## src/rtl/dcache_lsu.sv

```systemverilog
// Load/store unit bridging CPU byte accesses to a data cache: alignment and
// legality checks, store lane replication, and load extraction/extension.
// Optional request watchdog under macro DCACHE_LSU_TIMEOUT_EN.
module dcache_lsu #(
    parameter int DATABITS = 32,
    parameter int ADDRBITS = 32,
    parameter int TOBITS   = 8
) (
    input  logic                clk,
    input  logic                reset_n,
    input  logic [ADDRBITS-1:0] lsu_addr,
    input  logic [DATABITS-1:0] lsu_wdata,
    input  logic [2:0]          lsu_funct3,
    input  logic                lsu_rdreq,
    input  logic                lsu_wrreq,
    output logic [DATABITS-1:0] lsu_rdata,
    output logic                lsu_done,
    output logic                lsu_fault,
    output logic                lsu_busy,
    output logic [ADDRBITS-1:0] dcache_addr,
    output logic [DATABITS-1:0] dcache_in,
    output logic [1:0]          dcache_wordlen,
    output logic                dcache_rdreq,
    output logic                dcache_wrreq,
    input  logic [DATABITS-1:0] dcache_out,
    input  logic                dcache_valid,
    input  logic                dcache_busy
);
    typedef enum logic [1:0] {IDLE, REQ, DONE} state_t;

    state_t                state_q, state_d;
    logic [ADDRBITS-1:0]   addr_q;
    logic [DATABITS-1:0]   din_q, din_d;
    logic [DATABITS-1:0]   rdata_q, load_ext;
    logic [2:0]            funct3_q;
    logic                  store_q, fault_q, fault_d;
    logic                  accept, acc_fault, load_capture, tmo_hit;
    logic [DATABITS-1:0]   shifted;

    assign accept = (state_q == IDLE) && (lsu_rdreq || lsu_wrreq);

    // Illegal combinations are caught at acceptance so the cache never sees them.
    always_comb begin
        acc_fault = 1'b0;
        if (lsu_rdreq && lsu_wrreq)
            acc_fault = 1'b1;
        if (lsu_funct3 == 3'd3 || lsu_funct3 == 3'd6 || lsu_funct3 == 3'd7)
            acc_fault = 1'b1;
        if (lsu_funct3[1:0] == 2'd1 && lsu_addr[0])
            acc_fault = 1'b1;
        if (lsu_funct3 == 3'd2 && lsu_addr[1:0] != 2'd0)
            acc_fault = 1'b1;
        if (lsu_wrreq && lsu_funct3[2])
            acc_fault = 1'b1;
    end

    always_comb begin
        case (lsu_funct3[1:0])
            2'd0:    din_d = {(DATABITS/8){lsu_wdata[7:0]}};
            2'd1:    din_d = {(DATABITS/16){lsu_wdata[15:0]}};
            default: din_d = lsu_wdata;
        endcase
    end

    assign shifted = dcache_out >> {addr_q[1:0], 3'b000};

    always_comb begin
        case (funct3_q)
            3'd0:    load_ext = {{(DATABITS-8){shifted[7]}}, shifted[7:0]};
            3'd1:    load_ext = {{(DATABITS-16){shifted[15]}}, shifted[15:0]};
            3'd4:    load_ext = {{(DATABITS-8){1'b0}}, shifted[7:0]};
            3'd5:    load_ext = {{(DATABITS-16){1'b0}}, shifted[15:0]};
            default: load_ext = shifted;
        endcase
    end

`ifdef DCACHE_LSU_TIMEOUT_EN
    localparam logic [TOBITS-1:0] TMO_LAST = {{(TOBITS-1){1'b1}}, 1'b0};
    logic [TOBITS-1:0] tmo_q;

    // Fires in the REQ cycle whose increment would reach the all-ones count.
    assign tmo_hit = (tmo_q == TMO_LAST);

    always_ff @(posedge clk or negedge reset_n) begin
        if (!reset_n)
            tmo_q <= '0;
        else if (accept)
            tmo_q <= '0;
        else if (state_q == REQ)
            tmo_q <= tmo_q + 1'b1;
    end
`else
    assign tmo_hit = 1'b0;
`endif

    always_comb begin
        state_d      = state_q;
        fault_d      = fault_q;
        load_capture = 1'b0;
        case (state_q)
            IDLE: begin
                if (accept) begin
                    state_d = acc_fault ? DONE : REQ;
                    fault_d = acc_fault;
                end
            end
            REQ: begin
                if (store_q && !dcache_busy) begin
                    state_d = DONE;
                end else if (!store_q && dcache_valid && !dcache_busy) begin
                    state_d      = DONE;
                    load_capture = 1'b1;
                end else if (tmo_hit) begin
                    state_d = DONE;
                    fault_d = 1'b1;
                end
            end
            default: state_d = IDLE;
        endcase
    end

    always_ff @(posedge clk or negedge reset_n) begin
        if (!reset_n) begin
            state_q        <= IDLE;
            addr_q         <= '0;
            din_q          <= '0;
            funct3_q       <= '0;
            store_q        <= 1'b0;
            fault_q        <= 1'b0;
            rdata_q        <= '0;
            dcache_wordlen <= '0;
        end else begin
            state_q <= state_d;
            fault_q <= fault_d;
            if (accept) begin
                addr_q         <= lsu_addr;
                din_q          <= din_d;
                funct3_q       <= lsu_funct3;
                store_q        <= lsu_wrreq;
                dcache_wordlen <= lsu_funct3[1:0];
            end
            if (load_capture)
                rdata_q <= load_ext;
        end
    end

    assign lsu_rdata    = rdata_q;
    assign lsu_busy     = (state_q != IDLE);
    assign lsu_done     = (state_q == DONE);
    assign lsu_fault    = (state_q == DONE) && fault_q;
    assign dcache_addr  = addr_q;
    assign dcache_in    = din_q;
    assign dcache_rdreq = (state_q == REQ) && !store_q;
    assign dcache_wrreq = (state_q == REQ) && store_q;
endmodule

```

## config.mk

```make
export PLATFORM = sky130hd
export DESIGN_NAME = dcache_lsu
export DESIGN_NICKNAME = d
export VERILOG_FILES = /design/src/rtl/dcache_lsu.sv
export SDC_FILE = /design/constraint.sdc
export NUM_CORES = 1
export LEC_CHECK = 0
export CAP_MARGIN = 10
export CORE_UTILIZATION = 43
export CTS_CLUSTER_DIAMETER = 30
export CTS_CLUSTER_SIZE = 30
export DETAILED_ROUTE_END_ITERATION = 7
export PLACE_DENSITY = 0.77
export SLEW_MARGIN = 5
export SYNTH_ARGS = -nofsm -noshare
export SYNTH_HDL_FRONTEND = slang
export SYNTH_SLANG_ARGS = --single-unit
```

## constraint.sdc

```tcl
create_clock -name clk -period 1.8 [get_ports clk]
set_input_delay 0.54 -clock clk [delete_from_list [all_inputs] [get_ports clk]]
set_output_delay 0.54 -clock clk [all_outputs]
set_load 0.02 [all_outputs]
```

==> flow_summary.yaml <==
run_status:
  status: "complete, but fails checks"
  violations: "negative setup slack"
floorplan:
  core_area_um2: 10900
  rows: 38
  dieWidth_um: 108
  dieHeight_um: 108
  ioPinCount: 208
  initial_utilization_pct: 44.4
  dieArea_um2: 11700
worst_setup_path:
  cp.arrival_ps: 1260
  crit_type: "reg -> out"
  critPathCaptureType: "primary output"
  worstPathMaxFanout: 5
  start_kind: "flop"
  worstPathRequired_ps: 1260
global_routing:
  antenna_found_initial: 0
  grt_start_max_net_pins: 62
  first_global_vias: 4739
  overflow: 0
  grt_pass1_wl_um: 23400
  grt_use_total_pct: 26.3
detailed_routing:
  wl_met2_um: 7210
  wl_met3_um: 1420
  wl_per_cell_um: 16.6
  met1_length_um: 6020
  totalWireLength_um: 15000
  drt_iter0_markers: 237
  postRouteAntennaNets: 0
  drcViolationCount: 0
  via_per_inst: 5.09
  dr_total_vias: 4594
  maxUsedRoutingLayer: "met4"
  first_pass_iters: 4
synth:
  synth_edf_count: 0
  synth_cell_type_count: 38
  yosysTopAreaCell: "dfrtp_1"
  netlist.area_leader.share_pct: 53.3
  syn_inst: 523
  synth_seq_cells: 103
  yosys_warnings: 0
  syn_nets: 628
  avgSynthCellArea_um2: 9.24
  synthesis.area_um2: 4830
  ys_async_sr_fraction_pct: 100
  yosysSeqAreaShare_pct: 53.3
  synthFlopType: "dfrtp_1"
  synth_area_leaders: "dfrtp_1 53%, nand2_1 14%, mux2i_1 8.3%"
layout:
  nFillCells: 871
  area_growth_pct: 58.0
  design_area_um2: 7640
  final_nets: 864
  diodes: 0
  drive_gt1_share_pct: 14.9
pwr:
  powerDensity_nw_per_um2: 1550
  p_leak_uw: 0.00390
  ir_worst_vdd_mv: 0.967
timing:
  fin_crit_sh_pct: 100
  tns_ps: -0.758
  fin_hold_ws_ps: 475
  finalHoldViolCount: 0
  drv_slew: 0
  layout_setup_ws_ps: -0.758
  max_freq_ghz: 0.555
  fin_crit_ps: 1800
  clock_skew_ps: 12.1
  setup_viol: 1
  tightest_slew_ps: 562
  grt_setup_unrepaired: "yes"
  max_slew_margin_pct: 62.4
clocking:
  cts_max_level: 3
  cts.reportedPaths.clkPinSlew_ps: 100
  cts_root_buffer: "clkbuf_8"
  cts.sinks: 103
  clock_latency_ps: 370
  cts_made_buffers: 9
  cts_tree: "yes"
  cts_buffer_depth: 2
placed_design:
  dp_hpwl_um: 11400
  io_buffers: 207
  gp_congestion: 0.846
  place_area_um2: 7400
job:
  drv_cap: 0
hold_path:
  hold_path_class: "reg -> reg"
-- critical path, cell delays in order (launching register included) --
cell and delay [ps]:
dfrtp_2 450, nor2b_4 190, and2_4 150, buf_6 110
-- state kept, by name, summed over array words and instances, names as in the netlist --
signal          count
dcache_addr        32
dcache_in          32
lsu_rdata          32
funct3_q            2
state_q             2
dcache_wordlen      1
fault_q             1
store_q             1
-- area by class of cell --
cell class                      instances  area (um2)  area share, %
Clock buffer                            9         124           1.62
Clock inverter                          6        93.8           1.23
Inverter                                2        7.51         0.0983
Multi-Input combinational cell        382        2180           28.5
Sequential cell                       103        2580           33.8
Tap cell                              140         175           2.29
Timing Repair Buffer                  261        2470           32.4
-- layer usage --
layer  vias to the layer above  global-route usage (%)
li1                       2206                       -
met1                      2170                    30.7
met2                       194                    44.3
met3                        24                    8.50
met4                         0                    11.5
met5                         -                       0
-- report_power, final --
part | internal, uW | leakage [uW] | switching, uW
combinational | 2520 | 0.00251 | 3660
sequential | 3380 | 0.00128 | 659
clock | 788 | 0.000106 | 819
-- cells by family after synthesis --
family / share of synthesized area [%]
and+or+nand+nor: 23.9
DFF: 53.3
AOI/OAI and AO/OA: 8.72
muxes: 10.4
buffers and inverters: 3.68
-- cell usage in the layout (no fill, tap or decap), types with 10 or more instances in the layout --
master / netlist / final
nand2_1: 181 / 181
a21oi_1: 24 / 24
nor2_1: 28 / 26
nand3_1: 15 / 10
dlygate4sd2_1: 0 / 98
clkdlybuf4s50_1: 0 / 103
mux2i_1: 40 / 40
dfrtp_1: 103 / 98
o21ai_1: 26 / 25
nand3_2: 10 / 15
buf_4: 4 / 43
-- Yosys cell counts, types with 5 or more instances --
| cell | count |
|---|---|
| a211oi_1 | 7 |
| a21oi_1 | 24 |
| buf_2 | 10 |
| clkbuf_1 | 17 |
| dfrtp_1 | 103 |
| mux2_1 | 5 |
| mux2i_1 | 40 |
| nand2_1 | 181 |
| nand3_1 | 15 |
| nand3_2 | 10 |
| nor2_1 | 28 |
| nor2b_1 | 9 |
| o21ai_1 | 26 |
| o2bb2ai_1 | 7 |
| or3_1 | 9 |
-- worst paths after layout --
| check | from | to | slack (ps) | cells after the start |
|---|---|---|---|---|
| worst max-delay path | state_q[1] | lsu_fault | -0.8 | 3 |
| worst min-delay path | dcache_addr[30] | dcache_addr[30] | 470 | 2 |
| worst max register to register | state_q[1] | lsu_rdata[22] | 30 | 6 |
| worst min register to register | dcache_addr[30] | dcache_addr[30] | 470 | 2 |
| max in group asynchronous | reset_n | store_q | 770 | 3 |
| min in group asynchronous | reset_n | lsu_rdata[20] | 540 | 2 |
-- repair_timing --
action / 4_1_cts / 5_1_grt
resized for setup: 133 / 21
buffers inserted: 0 / 2
endpoints found under the setup margin: 103 / 15
gates cloned: 0 / 2
pin swaps: 0 / 3
hold endpoints to repair: 7 / 0
hold buffers: 1 / 0
-- through the flow --
step                total power, uW  utilization [%]  cells  worst slack (ps)
floorplan                      7410                -    523              38.4
global placement              10700             68.0    883              -298
detailed placement            10900             68.0    883              -347
CTS                           11800             69.1    899             -47.1
global route                  12600             70.2    903             -54.5
finish                        11800             70.2    903            -0.758
Note: power is estimated with default switching activity, not from simulation.
